$ cat config.mk
export PLATFORM = sky130hd
export DESIGN_NAME = reflet_int_ctrl
export DESIGN_NICKNAME = d
export VERILOG_FILES = /design/src/rtl/reflet_int_pkg.sv /design/src/rtl/reflet_int_prio_enc.sv /design/src/rtl/reflet_int_ctrl.sv
export SDC_FILE = /design/constraint.sdc
export NUM_CORES = 1
export LEC_CHECK = 0
export CAP_MARGIN = 20
export CORE_ASPECT_RATIO = 0.9
export CORE_MARGIN = 2
export CORE_UTILIZATION = 33
export CTS_CLUSTER_DIAMETER = 100
export CTS_CLUSTER_SIZE = 20
export DETAILED_ROUTE_END_ITERATION = 10
export GPL_TIMING_DRIVEN = 0
export PLACE_DENSITY = 0.72
export SETUP_SLACK_MARGIN = 0.2
export SKIP_CTS_REPAIR_TIMING = 1
export SYNTH_ARGS = -nofsm -noshare
export SYNTH_HDL_FRONTEND = slang
export SYNTH_SLANG_ARGS = --single-unit
$ cat constraint.sdc
create_clock -name clk -period 2.2 [get_ports clk]
set_clock_uncertainty 0.1 [all_clocks]
set_input_delay 0.44 -clock clk [delete_from_list [all_inputs] [get_ports clk]]
set_output_delay 0.44 -clock clk [all_outputs]
set_load 0.05 [all_outputs]
$ cat src/rtl/reflet_int_pkg.sv
// reflet_int_pkg -- shared constants for the reflet interrupt controller.
//   reg_off_e : register offsets relative to base_addr
//               (ENABLE=0, PENDING=1, INSERVICE=2)
//   INT_NUM_W : width of the interrupt index reported to the CPU
package reflet_int_pkg;

  typedef enum logic [1:0] {
    REG_ENABLE    = 2'd0,
    REG_PENDING   = 2'd1,
    REG_INSERVICE = 2'd2
  } reg_off_e;

  localparam int unsigned INT_NUM_W = 3;

endpackage

$ cat src/rtl/reflet_int_prio_enc.sv
// reflet_int_prio_enc -- combinational priority encoder.
// Reports the lowest set bit index of vec_i (bit 0 = highest priority).
//   vec_i : request vector, nb_src bits
//   idx_o : index of the lowest set bit (0 when none set)
//   vld_o : 1 when any bit of vec_i is set
module reflet_int_prio_enc
  import reflet_int_pkg::*;
#(
  parameter int unsigned nb_src = 4
) (
  input  logic [nb_src-1:0]    vec_i,
  output logic [INT_NUM_W-1:0] idx_o,
  output logic                 vld_o
);

  // Scan from the lowest priority upward so the last hit is the lowest index.
  always_comb begin
    idx_o = '0;
    vld_o = 1'b0;
    for (int i = int'(nb_src) - 1; i >= 0; i--) begin
      if (vec_i[i]) begin
        idx_o = INT_NUM_W'(i);
        vld_o = 1'b1;
      end
    end
  end

endmodule

$ cat src/rtl/reflet_int_ctrl.sv
// reflet_int_ctrl -- memory-mapped interrupt controller with edge-triggered
// pending bits, per-source enable and in-service tracking.
//   clk, reset           : clock, synchronous active-high reset
//   src                  : level interrupt lines, bit 0 highest priority
//   addr, data_in,
//   write_en, data_out   : register bus (ENABLE, PENDING W1C, INSERVICE RO)
//   int_req, int_num     : registered request and source index to the CPU
//   int_ack, int_eoi     : CPU acceptance and end-of-interrupt pulses
// Build option: define REFLET_INT_NESTING_EN to let a higher-priority source
// interrupt a lower-priority one in service; otherwise no request is issued
// while anything is in service.
module reflet_int_ctrl
  import reflet_int_pkg::*;
#(
  parameter int unsigned           wordsize  = 16,
  parameter logic [wordsize-1:0]   base_addr = wordsize'(16'hFF20),
  parameter int unsigned           nb_src    = 4
) (
  input  logic                 clk,
  input  logic                 reset,
  input  logic [nb_src-1:0]    src,
  input  logic [wordsize-1:0]  addr,
  input  logic [wordsize-1:0]  data_in,
  input  logic                 write_en,
  output logic [wordsize-1:0]  data_out,
  output logic                 int_req,
  output logic [INT_NUM_W-1:0] int_num,
  input  logic                 int_ack,
  input  logic                 int_eoi
);

  logic [nb_src-1:0]    enable_q, enable_d;
  logic [nb_src-1:0]    pending_q, pending_d;
  logic [nb_src-1:0]    inservice_q, inservice_d;
  logic [nb_src-1:0]    src_prev_q;
  logic                 int_req_q, int_req_d;
  logic [INT_NUM_W-1:0] int_num_q, int_num_d;

  logic [nb_src-1:0]    rise;
  logic [nb_src-1:0]    allow;
  logic [nb_src-1:0]    cand_vec;
  logic [nb_src-1:0]    ack_mask;
  logic [nb_src-1:0]    eoi_mask;
  logic [nb_src-1:0]    w1c_mask;
  logic [INT_NUM_W-1:0] cand_idx, ins_idx;
  logic                 cand_vld, ins_vld;
  logic                 hit_enable, hit_pending, hit_inservice;
  logic                 ack_fire, eoi_fire;
  logic                 unused_data_in;

  assign unused_data_in = ^data_in;

  assign hit_enable    = (addr == base_addr + wordsize'(REG_ENABLE));
  assign hit_pending   = (addr == base_addr + wordsize'(REG_PENDING));
  assign hit_inservice = (addr == base_addr + wordsize'(REG_INSERVICE));

  assign rise     = src & ~src_prev_q;
  assign ack_fire = int_ack & int_req_q;
  assign eoi_fire = int_eoi & ins_vld;
  assign w1c_mask = (write_en && hit_pending) ? data_in[nb_src-1:0] : '0;

  // One-hot masks for the acked source, the eoi target and the priority
  // window left open by the current in-service set.
  always_comb begin
    allow    = '0;
    ack_mask = '0;
    eoi_mask = '0;
    for (int i = 0; i < int'(nb_src); i++) begin
`ifdef REFLET_INT_NESTING_EN
      allow[i] = !ins_vld || (INT_NUM_W'(i) < ins_idx);
`else
      allow[i] = (inservice_q == '0);
`endif
      ack_mask[i] = ack_fire && (int_num_q == INT_NUM_W'(i));
      eoi_mask[i] = eoi_fire && (ins_idx == INT_NUM_W'(i));
    end
  end

  assign cand_vec = pending_q & enable_q & allow;

  reflet_int_prio_enc #(.nb_src(nb_src)) u_cand_enc (
    .vec_i (cand_vec),
    .idx_o (cand_idx),
    .vld_o (cand_vld)
  );

  // Lowest set in-service bit: eoi target and nesting threshold.
  reflet_int_prio_enc #(.nb_src(nb_src)) u_ins_enc (
    .vec_i (inservice_q),
    .idx_o (ins_idx),
    .vld_o (ins_vld)
  );

  always_comb begin
    enable_d    = (write_en && hit_enable) ? data_in[nb_src-1:0] : enable_q;
    // A fresh edge is OR-ed in last so it beats an ack or W1C clear.
    pending_d   = (pending_q & ~w1c_mask & ~ack_mask) | rise;
    // eoi clears before ack sets, so a same-edge pair retires then accepts.
    inservice_d = (inservice_q & ~eoi_mask) | ack_mask;
    int_req_d   = cand_vld & ~ack_fire;
    int_num_d   = (cand_vld && !ack_fire) ? cand_idx : int_num_q;
  end

  always_ff @(posedge clk) begin
    src_prev_q <= src;
    if (reset) begin
      enable_q    <= '0;
      pending_q   <= '0;
      inservice_q <= '0;
      int_req_q   <= 1'b0;
      int_num_q   <= '0;
    end else begin
      enable_q    <= enable_d;
      pending_q   <= pending_d;
      inservice_q <= inservice_d;
      int_req_q   <= int_req_d;
      int_num_q   <= int_num_d;
    end
  end

  always_comb begin
    data_out = '0;
    if (hit_enable) begin
      data_out[nb_src-1:0] = enable_q;
    end else if (hit_pending) begin
      data_out[nb_src-1:0] = pending_q;
    end else if (hit_inservice) begin
      data_out[nb_src-1:0] = inservice_q;
    end
  end

  assign int_req = int_req_q;
  assign int_num = int_num_q;

endmodule

==> results.md <==
* HPWL after DPL at 2120 um
* Vias per inst at 4.95
* Row cnt at 18
* WP data required at 1.66 ns
* Syn_area_per_cell at 8.45 um^2
* Number of global-route vias before repair at 961
* Synth area leader: dfxtp_1
* Die extent in x at 62.2 um
* Sequential area share after synthesis at 37.8%
* Slew @ Worst Pin at 0.618 ns
* Worst hold path type: flop to flop
* Max_cap viols at 0
* Cell family with most CP delay: simple AND/OR/NAND/NOR gates
* Pwr Density at 440 nW/um^2
* Outcome: complete, but fails checks
* Die height at 56.4 um
* Clk pin slew, worst setup/hold paths at 0.09 ns
* Final setup violation count at 4
* Commonest cells in the netlist: a21oi_1, dfxtp_1, buf_4
* Hold WS at 0.398 ns
* Top-area cell type share of the netlist area at 37.8%
* Worst Setup SP: addr[4]
* Final wirelength at 2610 um
* Leakage at 0.638 nW
* Die ar. at 3510 um^2
* Worst r2r src: inservice_q[1]
* GRT Util Overall at 15.1%
* Failing checks: negative setup slack
* Worst-path maximum fanout at 8
* Drt pass-1 iters at 4
* Crit. End Element: output pin
* CP Class: input port to output pin
* # diodes at 0
* Net Sw Power at 0.190 mW
* Final Max Slew Viols at 0
* Final core utilization at 54.9%
* Buf+Inv Stages, Crit Path at 3
* Total power at 0.680 mW
* Post-synth cell types at 29
* CP arrival at 2.05 ns
* Clock Latency Late Sink at 0.29 ns
* Top post-synthesis cells by area: dfxtp_1, buf_4, a21oi_1
* Clock Tree Root: clkbuf_4
* Post-synth top flop: dfxtp_1
* Max clock buf depth at 2
* Sequential Power Share at 52.9%
* Synthesized instance count at 119
* Area growth, synth to finish at 53.6%
* Clock sinks at 19
* Sw Share at 27.9%
* Synth Warn # at 0
* Post-Place Setup Slack at -1.32 ns
* VDD IR-drop max at 0.305 mV
* Int Pwr at 0.490 mW
* Startpoint Class: input port
* Vias at 1040
* Cts bufs inserted at 3
* Setup ws final at -0.389 ns
* Final Hold Vio Count at 0
* Unrepaired setup endpoints after global routing: true
* Largest net degree at the start of global routing at 11
* WL/cell at 12.4 um
* Total grt overflow at 0
* Min Tclk post-route at 2.59 ns
* Async SR Flop Fraction at 0%
* Share of layout cells above drive strength 1 at 22.4%
* I/O Pins at 61
* Tcrit/Tclk final at 118%
* Initial antenna violation count at 0
* Post-synth EDFFs at 0
* CP max-delay cell: or4_4
* Global-route wire length before repair at 4310 um
* Slew headroom at 58.4%
* I/O Buffers at 33
* FF+latch count, synth at 19
* Flop2flop setup slack at 0.56 ns
* Hold path startpoint: src_prev_q[0]
* Initial core utilization at 35.7%
* Post-DRT Antenna Nets at 0
* Cell Chain, Critical Path: clkbuf_2 -> or4b_4 -> or4_4 -> buf_12 -> nor2_4 -> buf_8
* Residual DRC at 0
* Starting DRC count in detailed routing at 63
* Combinational share of power at 22.3%
* Achievable frequency at 386 MHz
* Core Region at 2820 um^2
* GP Congestion at 0.888
* Clk pwr share at 24.8%
* Crit-path max cell delay at 0.58 ns
* CTS tree: done
* Fin nets at 212
* Synthesized cell area at 1010 um^2
* H-tree depth at 1
layout by cell type (no fill, tap or decap), types with 4 or more instances in the layout:
master,count
dfxtp_1,19
nand2b_1,7
mux2i_1,4
buf_4,15
clkbuf_1,4
nor2_1,6
a21oi_1,16
clkdlybuf4s50_1,22
dlymetal6s2s_1,5
nand3_1,4
conb_1,13
nor2_4,4
nand4_1,6
nand2_1,5
layout make-up:
cell class	count	area, um^2
fillers	276	1270
plain buffers	18	133
clock buffers	4	26.3
well taps	40	50.0
flip-flops and latches	19	380
repair buffers	35	357
multi-input cells	94	599
metal layers:
metal,track usage [%],part of all wire (%),wire length (um)
met1,18.2,42,1110
met3,5.41,7.0,184
met2,26.6,49,1280
met4,2.54,1.5,38
met5,0,0,0
power by group through the flow:
stage,logic [mW],clock network (mW),registers (mW)
finish,0.151,0.169,0.360
global route,0.162,0.188,0.361
CTS,0.151,0.174,0.360
detailed placement,0.150,0,0.368
global placement,0.149,0,0.367
floorplan,0.0936,0,0.365
stage by stage:
stage	std cells	area [um^2]	setup TNS (ns)
2_1_floorplan	131	1090	-1.09
3_3_place_gp	204	1470	-7.72
3_5_place_dp	204	1470	-7.82
4_1_cts	208	1500	-5.47
5_1_grt	210	1550	-1.63
6_report	210	1550	-1.47
worst min-delay path, stage by stage, from the launching register on:
cell and delay [ns]:
dfxtp_1 0.31, nand2b_1 0.09, a21oi_1 0.05
worst paths after layout:
path / endpoint / depth (start not counted)
setup reg to reg: int_num[1] / 4
setup / recovery: data_out[0] / 6
hold / removal: pending_q[0] / 2
hold reg to reg: pending_q[0] / 2
state kept, by name (all words and copies together), names as in the netlist:
register / count
enable_q: 4
inservice_q: 4
int_num: 2
int_req: 1
pending_q: 4
src_prev_q: 4
kinds of logic after synthesis:
kind of cell           after synthesis  share of synthesized area (%)
AO/OA/AOI/OAI                       35                           21.9
buffers and inverters               18                           12.3
flip-flops                          19                           37.8
multiplexers                         4                           3.98
other                                1                          0.373
AND/OR/NAND/NOR                     42                           23.6
(Power assumes the default switching activity.)
